### src/rtl/add_pkg.sv
// Shared types and constants for the bit-serial adder controller.
// The ovf output is optional and appears only when SERIAL_ADD_OVF_EN is defined.
package add_pkg;

  typedef enum logic [1:0] {
    IDLE = 2'd0,
    RUN  = 2'd1,
    DONE = 2'd2
  } state_t;

  localparam int WIDTH_DEF = 8;

  // Two-input NAND, the only gate the bit cell is built from.
  function automatic logic sheffer(input logic x, input logic y);
    return ~(x & y);
  endfunction

endpackage

### src/rtl/full_adder.sv
// One-bit full adder built from nine NAND gates.
// This is the bit cell that the serial adder reuses for every bit position.
module full_adder
  import add_pkg::*;
(
  input  logic a,
  input  logic b,
  input  logic ci,
  output logic s,
  output logic co
);

  logic n1, n2, n3, x1, n4, n5, n6;

  // The first NAND half-adder gives x1 = a ^ b.
  // The second NAND half-adder folds in ci.
  assign n1 = sheffer(a, b);
  assign n2 = sheffer(a, n1);
  assign n3 = sheffer(b, n1);
  assign x1 = sheffer(n2, n3);
  assign n4 = sheffer(x1, ci);
  assign n5 = sheffer(x1, n4);
  assign n6 = sheffer(ci, n4);
  assign s  = sheffer(n5, n6);
  assign co = sheffer(n4, n1);

endmodule

### src/rtl/serial_add_ctrl.sv
// Bit-serial adder controller that computes one bit per cycle, starting at the LSB.
// It uses a single shared full_adder.
// The optional ovf output (signed overflow) is present only when SERIAL_ADD_OVF_EN is defined.
module serial_add_ctrl
  import add_pkg::*;
#(
  parameter int WIDTH = WIDTH_DEF
) (
  input  logic             clk,
  input  logic             rst,
  input  logic             start,
  input  logic [WIDTH-1:0] a,
  input  logic [WIDTH-1:0] b,
  input  logic             cin,
  output logic             busy,
  output logic             done,
  output logic [WIDTH-1:0] sum,
  output logic             cout
`ifdef SERIAL_ADD_OVF_EN
  ,
  output logic             ovf
`endif
);

  localparam int IDX_W = $clog2(WIDTH);

  state_t           state;
  logic [WIDTH-1:0] op_a;
  logic [WIDTH-1:0] op_b;
  logic             carry;
  logic [IDX_W-1:0] idx;
  logic             fa_s;
  logic             fa_co;
  logic             last_bit;

  assign last_bit = (idx == IDX_W'(WIDTH - 1));

  full_adder u_fa (
    .a  (op_a[idx]),
    .b  (op_b[idx]),
    .ci (carry),
    .s  (fa_s),
    .co (fa_co)
  );

  // This FSM sequences IDLE/RUN/DONE, feeds the adder one bit per cycle and registers every output.
  always_ff @(posedge clk) begin
    if (rst) begin
      state <= IDLE;
      busy  <= 1'b0;
      done  <= 1'b0;
      sum   <= '0;
      cout  <= 1'b0;
      carry <= 1'b0;
      idx   <= '0;
      op_a  <= '0;
      op_b  <= '0;
`ifdef SERIAL_ADD_OVF_EN
      ovf   <= 1'b0;
`endif
    end else begin
      done <= 1'b0;
      case (state)
        IDLE, DONE: begin
          if (start) begin
            state <= RUN;
            busy  <= 1'b1;
            op_a  <= a;
            op_b  <= b;
            carry <= cin;
            idx   <= '0;
            sum   <= '0;
            cout  <= 1'b0;
`ifdef SERIAL_ADD_OVF_EN
            ovf   <= 1'b0;
`endif
          end else begin
            state <= IDLE;
          end
        end
        RUN: begin
          sum[idx] <= fa_s;
          carry    <= fa_co;
          if (last_bit) begin
            // idx stays at WIDTH-1 so that it never points past the MSB.
            state <= DONE;
            busy  <= 1'b0;
            done  <= 1'b1;
            cout  <= fa_co;
`ifdef SERIAL_ADD_OVF_EN
            ovf   <= carry ^ fa_co;
`endif
          end else begin
            idx <= idx + IDX_W'(1);
          end
        end
        default: state <= IDLE;
      endcase
    end
  end

endmodule

### config.mk
export PLATFORM = sky130hd
export DESIGN_NAME = serial_add_ctrl
export DESIGN_NICKNAME = d
export VERILOG_FILES = /design/src/rtl/add_pkg.sv /design/src/rtl/full_adder.sv /design/src/rtl/serial_add_ctrl.sv
export SDC_FILE = /design/constraint.sdc
export NUM_CORES = 1
export LEC_CHECK = 0
export BUFFER_PORTS_ARGS = -buffer_cell sky130_fd_sc_hd__buf_2
export CORE_MARGIN = 5
export CORE_UTILIZATION = 35
export CTS_CLUSTER_SIZE = 24
export DETAILED_ROUTE_END_ITERATION = 8
export PLACE_DENSITY = 0.6
export SLEW_MARGIN = 25
export SYNTH_ARGS = -nofsm -noshare
export SYNTH_HDL_FRONTEND = slang
export SYNTH_HIERARCHICAL = 1
export SYNTH_SLANG_ARGS = --single-unit
### constraint.sdc
create_clock -name clk -period 4.2 [get_ports clk]
set_clock_uncertainty 0.05 [all_clocks]
set_input_delay 1.05 -clock clk [delete_from_list [all_inputs] [get_ports clk]]
set_output_delay 1.05 -clock clk [all_outputs]
set_load 0.1 [all_outputs]
# --- After elaboration in Yosys (flattened, before gate mapping) ---
# Index checks and enable logic that the tools add are counted.
totals:
  reg_bits: 33
  inputBits: 20
  output_inout_bits: 11
  elab_cells: 70
classes:
  add_sub_neg: 1
  magnitude_cmp: 2
  eq_ne: 6
  muxes: 24
  bitwise: 19
  reduce_logical: 9
op_table:
  columns: ["op", "count"]
  rows:
  - ["case mux 8 bit (2 select lines)", 1]
  - ["two-way mux 1 bit", 10]
  - ["NOT 1 bit", 10]
  - ["AND 1 bit", 9]
  - ["bitwise mux 8 bit", 1]
  - ["two-way mux 8 bit", 1]
  - ["binary-select mux 1 bit (select 3 bit)", 2]
  - ["two-way mux 3 bit", 2]
  - ["!= test 2 bit, second input constant", 3]
  - ["case mux 1 bit (2 select lines)", 3]
  - ["case mux 3 bit (2 select lines)", 1]
  - ["AND reduction 3 bit", 2]
  - ["less-than comparator 3 x 4 -> 1 bit, second input constant", 1]
  - ["case mux 2 bit (2 select lines)", 1]
  - ["AND reduction 2 bit", 2]
  - ["OR reduction 2 bit", 2]
  - ["adder 3 x 1 -> 3 bit, second input constant", 1]
  - ["demux 1 bit (select 3 bit)", 1]
  - ["equality test 3 bit, second input constant", 1]
  - [">= comparator 3 x 1 -> 1 bit, second input constant", 1]
  - ["equality test 2 x 1 -> 1 bit, second input constant", 1]
  - ["equality test 2 bit, second input constant", 1]
  - ["zero test 2 bit", 1]
  - ["two-way mux 2 bit", 1]
  - ["2 further kinds", 2]

# --- Logic depth before layout (Yosys ltp) ---
depth:
  depth_word: 16
  ltp_mapped: 8
  mapped_depth_nobuf: 6

# --- By module ---
# Netlist, hierarchy kept.
by_module_without_submodules:
  columns: ["module", "instances", "cells_per_inst", "area_per_inst_um2", "seq_area_each_um2"]
  rows:
  - ["serial_add_ctrl", 1, 173, 1491.4, 660.6]
  - ["full_adder", 1, 1, 20.0, 0.0]

# --- Worst setup path after synthesis ---
# OpenSTA, ideal clock, no wires.
synth_timing:
  path_kind: "reg-to-reg"
  from: "register idx[2]"
  to: "register sum[0]"
  setup_time_ns: 0.073
  arrival_time_ns: 1.938
  required_ns: 4.077
  setup_slack_ns: 2.139
  stages_incl_launch_ff: 7
  n_path_buf: 0
  synth_period_minus_slack_ns: 2.061
  path_cell_list: "dfxtp_1 > mux2i_1 > nor3_1 > or4_1 > fa_1 > nand2_1 > mux2i_1"
synth_via:
  elab_chain_len: 16
  word_cells_on_any_way: 27
  cone_classes: "2 x order compare; 8 x mux; 16 x bitwise; 1 x reduce/logical"
synth_rtl:
  columns: ["item", "line", "rtl"]
  rows:
  - ["from (decl)", "serial_add_ctrl.sv:31", "logic [IDX_W-1:0] idx;"]
  - ["from (signal assigned)", "serial_add_ctrl.sv:94", "idx <= idx + IDX_W'(1);"]
  - ["binary-select mux 1 bit (select 3 bit), on equally long branches", "serial_add_ctrl.sv:39, serial_add_ctrl.sv:40", null]
  - ["two-way mux 1 bit, on equally long branches", "serial_add_ctrl.sv:39, serial_add_ctrl.sv:40", null]
  - ["AND 1 bit", "add_pkg.sv:15", "return ~(x & y);"]
  - ["NOT 1 bit", "add_pkg.sv:15", null]
  - ["AND 1 bit", "add_pkg.sv:15", null]
  - ["NOT 1 bit", "add_pkg.sv:15", null]
  - ["AND 1 bit (*)", "add_pkg.sv:15", null]
  - ["NOT 1 bit (*)", "add_pkg.sv:15", null]
  - ["AND 1 bit", "add_pkg.sv:15", null]
  - ["NOT 1 bit", "add_pkg.sv:15", null]
  - ["AND 1 bit", "add_pkg.sv:15", null]
  - ["NOT 1 bit", "add_pkg.sv:15", null]
  - ["AND 1 bit (*)", "add_pkg.sv:15", null]
  - ["NOT 1 bit (*)", "add_pkg.sv:15", null]
  - ["via fa_s", "serial_add_ctrl.sv:32", "logic fa_s;"]
  - ["bitwise mux 8 bit (*)", "serial_add_ctrl.sv:82", "sum[idx] <= fa_s;"]
  - ["case mux 8 bit (2 select lines) (*)", "serial_add_ctrl.sv:63", "case (state)"]
  - ["to (signal, indexed assignment)", "serial_add_ctrl.sv:82", null]
  - ["to (decl)", "serial_add_ctrl.sv:17", "output logic [WIDTH-1:0] sum,"]
# Mark *: on every way through the listed nets, which the timed path passes. The rest lies on a longest branch. The select of a mux whose other input is x is not followed.
# A chain may end at the register's enable or synchronous reset.

# --- Worst setup path after layout ---
layout_timing:
  from: "register idx[2]"
  to: "register sum[1]"
# The elaborated chain is that of the path after synthesis.

==> impl_results.md <==
- GRT Util Overall: between 10% and 20%
- Clock Power Share: 35.8%
- Initial antenna violation count: 0
- Hold buffers post-CTS: 0
- CP top delay family: simple AND/OR/NAND/NOR gates
- Total CTS buffers: 5
- Final net count: approximately 220
- Clk Latency, worst-skew pair: ~280 ps
- Ant. Diodes: 0
- Slew headroom: approximately three fifths
- Leakage: ~0.74 nW
- Mapped Nets: around 200
- Core Region: ~4000 um2
- Critical path type: register to register
- Gpl congestion: approximately 0.75
- Slew @ Worst Pin: 618 ps
- CP max stage delay: between 600 and 700 ps
- Clk sinks: 33
- # port buffers: 30
- Post-Synthesis Cells: approximately 170
- Vias in the first global route: approximately 1300
- CTS tree: done
- Comb power frac: 12.4%
- ANT nets after route: 0
- Switch share: approximately a quarter
- Initial Util: between 30% and 40%
- Syn. warnings: 6
- EDFF count, synth: 0
- Worst EP arrival: around 2700 ps
- Crit path from: idx[2]
- FF-to-FF Start: idx[2]
- DIE HEIGHT: ~76 um
- Final Critical Period: 2570 ps
- Main synth FF type: dfxtp_1
- Root Buffer: clkbuf_8
- DR iter-0 viols: 51
- Worst Path Buf+Inv: 0
- Hold crit path type: register to register
- Vias per cell: between 5 and 6
- DIE WIDTH: between 70 and 80 um
- Gr ovfl total: 0
- Post-detail-place hpwl: between 2000 and 2500 um
- Post-synth ARST share: 0%
- Syn avg cell area: between 8 and 9 um2
- Critical path's slowest cell: dfxtp_1
- Hold_sp: op_a[1]
- Switch Pwr: ~0.17 mW
- Post-layout util: between 40% and 50%
- Site Rows: 23
- Fin. Hold Viols: 0
- CP startpoint kind: register
- Syn-to-layout area delta: 14.8%
- Cts repair resizes: 0
- Setup TNS: 0 ps
- # IOs: 31
- Reg clk slew, reported paths: approximately 60 ps
- Worst-path cell chain: mux2i_1 -> nor3_1 -> or4_1 -> fa_1 -> nand2_1 -> mux2i_1
- CP Capture Type: register
- CTS Buffer Depth: 2
- Peak supply drop: 0.158 mV
- Most frequent cell on the critical path: mux2i_1
- Status: finished clean
- Pwr Density: roughly 380 nW/um2
- Die area: approximately 5700 um2
- RSZ-0062 raised after global routing: false
- Fin. max-slew vios: 0
- Largest net degree at the start of global routing: 31
- Share of cells above drive strength 1: around 22%
- Critical path peak fanout: 15
- Worst path required time: between 4000 and 5000 ps
- Routed WL: ~3200 um
- DRT Pass-1 Iters: 6
- Netlist area before placement: ~1500 um2
- Setup Viol. Count Final: 0
- Max-cap violations: 0
- Distinct cell type count after synthesis: 31
- Sequential share of power: 51.9%
- Via count: 1253
- Total internal power: 0.485 mW
- Post-CTS Setup Inserts: 0
- Wire per inst: around 13 um
- Seq/Total Area, Yosys: 43.7%
- # DRC: 0
- Final cycle utilization of the critical path: about three fifths
- Global-route wire length before repair: roughly 5400 um
- CTS H-tree depth: 2
- Highest achievable clock rate: 390 MHz
- FF+latch count, synth: 33
[per-stage QoR]
step	hold WS, ps	setup slack [ps]	power (mW)	instance area [um2]	instances
floorplan	380	2140	0.409	1510	174
global placement	393	1700	0.428	1650	243
detailed placement	400	1620	0.429	1650	243
CTS	408	1610	0.666	1740	250
global route	426	1440	0.690	1740	250
finish	406	1630	0.655	1740	250
[flip-flops by register name (all words and copies together) (netlist names)]
name,cells
op_a,8
op_b,8
sum,8
idx,3
state,2
busy,1
carry,1
cout,1
done,1
[metal layers]
metal	vias up	share of wire, %	track usage, %
met3	7	4.9	4.49
met5	-	0	0
li1	649	-	-
met4	0	2.1	5.83
met1	575	47	14.7
met2	22	46	21.0
[cell usage in the layout, fill, tap and decap left out, types with 2 or more instances in the layout]
cell / n
a21oi_1: 24
nand3b_1: 5
dfxtp_1: 33
nand3_1: 17
and2b_4: 2
nor2_1: 3
inv_1: 2
clkbuf_8: 6
buf_2: 30
ha_1: 3
nor3_1: 2
and3_1: 2
a221oi_1: 2
nand2_1: 40
mux2i_1: 12
[cell families after synthesis]
family | count (synthesis) | share of synthesized area (%)
flip-flops | 33 | 43.7
AO/OA/AOI/OAI | 29 | 10.7
buffers and inverters | 14 | 6.13
AND/OR/NAND/NOR | 82 | 27.7
adder cells (fa/ha/maj) | 4 | 3.81
multiplexers | 12 | 7.95
[final cells by class]
cell class                 instances  area (um2)
fill                             445        2350
multi-input combinational        127         761
sequential                        33         661
timing repair buffer              31         158
clock buffer                       7        86.3
tap                               50        62.6
inverter                           2        7.51
[worst min-delay path, delay by kind of cell (launching register included)]
family	cells	cell delay [ps]
compound gates	1	50
simple gates	1	50
flops	1	310
[synthesized netlist by cell type (all sizes together), types with 3 or more instances]
| cell | number | area [um2] |
|---|---|---|
| mux2i | 12 | 120 |
| dfxtp | 33 | 661 |
| nand3b | 6 | 48.8 |
| nor2 | 3 | 11.3 |
| nand3 | 17 | 85.1 |
| and2b | 3 | 27.5 |
| buf | 9 | 73.8 |
| clkbuf | 3 | 11.3 |
| a21oi | 24 | 120 |
| nand2 | 40 | 150 |
| ha | 3 | 37.5 |
[power groups by stage]
stage	clock network (mW)	registers, mW	logic [mW]
4_1_cts	0.244	0.340	0.0824
3_5_place_dp	0	0.347	0.0824
5_1_grt	0.256	0.342	0.0918
2_1_floorplan	0	0.353	0.0560
6_report	0.234	0.340	0.0812
3_3_place_gp	0	0.346	0.0814
[final timing paths]
check | to | slack, ps | cells past startpoint
max | sum[1] | 1630 | 6
min | op_a[1] | 410 | 2
max reg2reg | sum[1] | 1630 | 6
min reg2reg | op_a[1] | 410 | 2
(Power assumes the default switching activity.)
